===== src/rtl/dunc16_mem.sv =====
// rtl/dunc16_mem.sv - dunc16 word-addressed memory with post-reset init sweep
// Registered reads with write-first bypass; out-of-range requests are flagged and have no side effects.
module dunc16_mem #(
  parameter int                ADDR_W   = 8,
  parameter int                DATA_W   = 16,
  parameter logic [DATA_W-1:0] INIT_VAL = '0
) (
  input  logic              CLK,
  input  logic              RESET,
  input  logic [15:0]       ADDRESS,
  input  logic [DATA_W-1:0] MD_OUT,
  input  logic              DO_WRITE,
  input  logic              RD_REQ,
  output logic [DATA_W-1:0] MMO,
  output logic              RD_VALID,
  output logic              BUSY,
  output logic              OOR
);

  localparam int              DEPTH   = 1 << ADDR_W;
  localparam logic [ADDR_W:0] LAST    = {1'b0, {ADDR_W{1'b1}}};
  localparam logic [ADDR_W:0] CNT_ONE = {{ADDR_W{1'b0}}, 1'b1};

  typedef enum logic {S_INIT, S_IDLE} state_t;

  state_t              state, state_next;
  logic [ADDR_W:0]     cnt;
  logic [DATA_W-1:0]   mem [DEPTH];
  logic [ADDR_W-1:0]   idx;
  logic                out_of_range;
  logic                mem_we;
  logic [ADDR_W-1:0]   mem_waddr;
  logic [DATA_W-1:0]   mem_wdata;

  assign idx          = ADDRESS[ADDR_W-1:0];
  // Shifting out the implemented bits also covers ADDR_W=16, where nothing is left.
  assign out_of_range = (ADDRESS >> ADDR_W) != 16'd0;
  assign BUSY         = (state == S_INIT);

  always_ff @(posedge CLK or negedge RESET) begin
    if (!RESET) state <= S_INIT;
    else        state <= state_next;
  end

  always_comb begin
    state_next = state;
    mem_we     = 1'b0;
    mem_waddr  = idx;
    mem_wdata  = MD_OUT;
    case (state)
      S_INIT: begin
        mem_we    = 1'b1;
        mem_waddr = cnt[ADDR_W-1:0];
        mem_wdata = INIT_VAL;
        if (cnt == LAST) state_next = S_IDLE;
      end
      S_IDLE:  mem_we = DO_WRITE && !out_of_range;
      default: state_next = S_INIT;
    endcase
  end

  // Array itself is not reset; the sweep defines its contents.
  always_ff @(posedge CLK) begin
    if (mem_we && RESET) mem[mem_waddr] <= mem_wdata;
  end

  always_ff @(posedge CLK or negedge RESET) begin
    if (!RESET) begin
      cnt      <= '0;
      MMO      <= '0;
      RD_VALID <= 1'b0;
      OOR      <= 1'b0;
    end else begin
      RD_VALID <= 1'b0;
      OOR      <= 1'b0;
      if (state == S_INIT) begin
        cnt <= cnt + CNT_ONE;
      end else begin
        RD_VALID <= RD_REQ;
        OOR      <= (RD_REQ || DO_WRITE) && out_of_range;
        if (RD_REQ) begin
          if (out_of_range)  MMO <= '0;
          else if (DO_WRITE) MMO <= MD_OUT;
          else               MMO <= mem[idx];
        end
      end
    end
  end

endmodule


===== config.mk =====
export PLATFORM = sky130hd
export DESIGN_NAME = dunc16_mem
export DESIGN_NICKNAME = d
export VERILOG_FILES = /design/src/rtl/dunc16_mem.sv
export SDC_FILE = /design/constraint.sdc
export NUM_CORES = 2
export LEC_CHECK = 0
export CORE_MARGIN = 2
export CORE_UTILIZATION = 30
export DETAILED_ROUTE_END_ITERATION = 6
export GPL_ROUTABILITY_DRIVEN = 0
export MAX_ROUTING_LAYER = met4
export PLACE_DENSITY = 0.48
export SYNTH_ARGS = -nofsm -noshare
export SYNTH_HDL_FRONTEND = slang
export SYNTH_SLANG_ARGS = --single-unit

===== constraint.sdc =====
create_clock -name CLK -period 7.35 [get_ports CLK]
set_input_delay 1.1025 -clock CLK [delete_from_list [all_inputs] [get_ports CLK]]
set_output_delay 1.1025 -clock CLK [all_outputs]
set_load 0.02 [all_outputs]

* Word-level counts from Yosys, hierarchy flattened
Memories as Yosys holds them, arrays and structs flattened.
Cells that the tools add are included.
** Cells by class
- Bitwise logic cells :: 1
- Equal/unequal tests :: 1
- Reductions and logical operators :: 7
- Muxes and demuxes :: 11
- Add/subtract/negate cells :: 1
** Operator list (number)
- 2-to-1 mux 16 bit :: 3
- nonzero test 16 bit :: 1
- adder 9 x 1 -> 9 bit, second input constant :: 1
- == test 9 x 8 -> 1 bit, second input constant :: 1
- 2-to-1 mux 8 bit :: 1
- 2-to-1 mux 1 bit :: 6
- logical AND 1 bit :: 3
- one-hot mux 1 bit (2 select lines) :: 1
- AND reduction 2 bit :: 1
- logical NOT 1 bit :: 1
- logical OR 1 bit :: 1
- NOT 1 bit :: 1
** Storage, ports and cells
- Memories :: 1
- Output and inout bits :: 19
- Register bits :: 28
- RAM bits :: 4096
** Memories
- mem :: words 256, bits a word 16, rd ports 1, clocked after Yosys merged registers in 0, write ports 1, RTL line 28 : logic [DATA_W-1:0] mem [DEPTH];

* Logic depth before layout (Yosys ltp)
- Word-level depth :: 7
- Depth in mapped cells :: 13
- Depth with buffers taken out :: 7

* Worst setup path after synthesis
Ideal clock, no wire load.
- Kind :: reg-to-reg
- From :: reg state
- To :: mem mem[0][0] (data pin)
- Period minus slack after synthesis :: 5.291 ns
- Slack :: 2.059 ns
- Data required time :: 6.481 ns
- Stages on the path, launching flop included :: 5
- Arrival :: 4.422 ns
- Path through :: dfrtp_1 clkbuf_1 clkbuf_1 clkbuf_1 and2_1
** On the way
- Cells in the longest elaborated chain, start to end :: 1
** RTL lines
- start: declaration :: RTL line 26 : state_t state, state_next;
- start signal: assignment :: RTL line 42 : else state <= state_next;
- 2-to-1 mux 16 bit :: RTL line 50 : case (state)
- via mem_wdata[0] :: RTL line 33 : logic [DATA_W-1:0] mem_wdata;
- end: declaration :: RTL line 28
The timed path passes the listed nets, and every way through them passes these cells.

* Worst setup path after layout
- From :: in ADDRESS[4]
- To :: mem mem[50][8], enable pin
** On the way
- Cells in the longest elaborated chain, start to end :: 1
** RTL lines
- start: declaration :: RTL line 10 : input logic [15:0] ADDRESS,
- 2-to-1 mux 8 bit :: RTL line 50
No other way between the ends.

==> results_dict.tcl <==
set metrics [dict create \
    run_status "finished, final reports clean" \
    syn_std_cell_area_um2 158000 \
    cp.required_ns 7.99 \
    report.final.slew_viol_count 0 \
    initial_utilization_pct 30.1 \
    synth_cells 7263 \
    io-pin-count 55 \
    finalClockSkew_ns 0.0831 \
    cap_violations 0 \
    clock_tree_from_tritoncts "yes" \
    area_growth_synth_to_finish_pct 15.4 \
    routed_wire_length_per_instance_um 31.0 \
    startpoint_type "input port" \
    worst_slew_pin_slew_ns 1.36 \
    r2r-end "mem[44][11]" \
    static-leakage-power_nw 46.1 \
    place_hpwl_um 279000 \
    nets 7765 \
    core_region_area_um2 525000 \
    slew-limit-headroom_pct 8.97 \
    placed_cells 14300 \
    fmax_mhz 205 \
    clk_path_buf_depth 4 \
    finalPower_w 0.0478 \
    finalHoldWorstSlack_ns 0.391 \
    global_route.usage.total_pct 17.6 \
    finalCritPeriodShare_pct 66.5 \
    first_pass_grt_wire_length_um 646000 \
    nFillCells 48600 \
    met2_length_um 227000 \
    worst_setup_path_startpoint "ADDRESS[4]" \
    fin_util_pct 34.8 \
    cp.arrival_ns 5.52 \
    synth_edf_count 4096 \
    timing.reg2reg.setup_slack_ns 3.12 \
    final.min_clock_period_ns 4.88 \
    post_route_cells_drive_above_1_share_pct 25.3 \
    htreeDepth 5 \
    synth_cell_type_count 54 \
    cts_root_buffer "clkbuf_16" \
    cts-buffers-inserted 414 \
    timing.hold.worst.class "input port to asynchronous set/reset pin" \
    postSynthAreaPerCell_um2 21.8 \
    hold_buffers 0 \
    wl_met1_um 199000 \
    worst_r2r_startpoint "state" \
    post_cts_resize_count 0 \
    finalWirelength_um 467000 \
    syn-num-nets 7301 \
    setup_viol_count_final 0 \
    count_of_non_filler_cells_in_the_finished_layout 15100 \
    top_ff_cell_synth "edfxtp_1" \
    worst-path-max-fanout 30 \
    via_total_after_detailed_routing 77700 \
    detailedRoute.firstPassIterationCount 6 \
    seqCellArea_um2 124000 \
    vertical_die_dimension_um 730 \
    worst-r2r-cell-count 7 \
    grt_setup_unrepaired "no" \
    clk_transition_reported_paths_ns 0.06 \
    clock_latency_ns 1.01 \
    power_density_nw_per_um2 262 \
    peakVddDrop_mv 0.201 \
    row_count 266 \
    route.antenna.remaining_nets 0 \
    detailroute.wirelength.met3_um 28800 \
    design.die.area_um2 533000 \
    ys_seq_elements 4124 \
    drt_iter0_markers 9234 \
    routed_via_density 5.16 \
    worst_setup_path_end_kind "flop" \
    cts.repair_timing.setup_buffer_count 0 \
    drcViolationCount 0 \
    cts.sink_count 4124 \
    async_reset_ff_share_pct 0.679 \
    pin_count_of_the_biggest_net_entering_global_routing 185 \
    yosysWarningCount 0 \
    die_w_um 730 \
    path_class "input port to flop" \
    port_buffers 54 \
    grt_pass1_vias 78700 \
    overflow 0 \
    antenna_violations_before_repair 28 \
    finalHoldViolCount 0 \
    timing.setup.tns_ns 0 \
    maxUsedRoutingLayer "met4" \
    multi_input_area_um2 32300 \
    ys_seq_area_share_pct 78.3 \
]
==> layout make-up <==
class,instances,share of cell area [%]
flip-flops and latches,4124,67.8
inverters,8,0.0165
clock inverters,276,1.55
diodes,11,0.0151
well taps,6968,4.78
clock buffers,487,5.88
repair buffers,474,2.27
multi-input cells,2705,17.7
==> Yosys cell counts, types with 41 or more instances <==
master	count	area, µm²
a22oi_1	193	1450
buf_4	66	495
nand4_1	41	257
clkbuf_1	145	544
nor3_1	69	345
edfxtp_1	4096	123000
buf_2	160	801
nand2_1	186	698
nor2_1	345	1290
mux2i_1	333	3330
nand3_1	42	210
mux4_2	887	20000
o22ai_1	199	1240
==> where the power goes <==
group / internal (W) / switching (W) / total (W)
Combinational: 0.000375 / 0.000773 / 0.00115
Clock: 0.0121 / 0.00916 / 0.0212
Sequential: 0.0254 / 0 / 0.0254
Total: 0.0379 / 0.00993 / 0.0478
==> kinds of logic (layout without fill, tap and decap cells) <==
family	Yosys count	after routing	share of synthesized area [%]
AO/OA/AOI/OAI	640	640	2.87
XOR/XNOR	7	7	0.0388
adder cells (fa/ha/maj)	2	2	0.0158
buffers and inverters	434	1245	1.50
flip-flops	4124	4124	78.3
multiplexers	1257	1257	15.0
other	0	11	0
AND/OR/NAND/NOR	799	799	2.32
==> worst max-delay path by stage <==
stage,end,cells past startpoint
3_3_place_gp,mem[12][11],10
6_report,mem[50][8],6
2_1_floorplan,mem[0][0],4
5_1_grt,MMO[15],10
4_1_cts,MMO[15],10
3_5_place_dp,MMO[15],10
==> registers in the layout (all words and copies together), names as in the netlist <==
name      count
RD_VALID      1
mem        4096
MMO          16
cnt           9
state         1
OOR           1
==> stage by stage <==
stage	area, µm²	setup slack [ns]
6_report	182000	2.47
5_1_grt	182000	2.46
4_1_cts	182000	2.63
3_5_place_dp	169000	1.57
3_3_place_gp	169000	1.48
2_1_floorplan	158000	2.06
==> per-layer routing <==
| layer | vias up | global-route usage [%] |
|---|---|---|
| met5 | - | - |
| met4 | 0 | 4.24 |
| met3 | 549 | 2.18 |
| met2 | 2897 | 28.3 |
| met1 | 42800 | 23.9 |
| li1 | 31500 | - |
==> layout by cell type (no fill, tap or decap), types with 12 or more instances in the layout <==
| cell | count |
|---|---|
| edfxtp_1 | 4096 |
| mux4_2 | 887 |
| clkbuf_16 | 417 |
| buf_4 | 388 |
| mux2i_1 | 333 |
| nor2_1 | 315 |
| o22ai_1 | 199 |
| a22oi_1 | 193 |
| nand2_1 | 169 |
| clkinv_1 | 98 |
| clkinv_2 | 76 |
| clkbuf_1 | 67 |
| nor3_1 | 66 |
| bufinv_16 | 46 |
| clkdlybuf4s50_1 | 46 |
| nand3_1 | 42 |
| nand4_1 | 41 |
| a21oi_1 | 38 |
| mux2_2 | 37 |
| a22o_1 | 34 |
| buf_12 | 33 |
| a211oi_1 | 31 |
| nor2_2 | 29 |
| a221o_1 | 29 |
| dfrtp_1 | 28 |
| clkinvlp_4 | 24 |
| o221ai_1 | 19 |
| o21ai_1 | 17 |
| and2_4 | 16 |
| a31oi_1 | 16 |
| o211ai_1 | 16 |
| nor2b_1 | 15 |
| a311oi_1 | 15 |
| nand2_2 | 14 |
| and3_1 | 13 |
| o21a_1 | 13 |
| or4_1 | 13 |
| o21ai_0 | 12 |
| inv_6 | 12 |
==> critical path, stage by stage <==
cell and delay [ns]:
buf_4 0.56, nand2_1 0.91, o21ai_0 0.80, nand2_1 0.84, nor2_1 0.76, buf_4 0.41
Note: power is estimated with default switching activity, not from simulation.
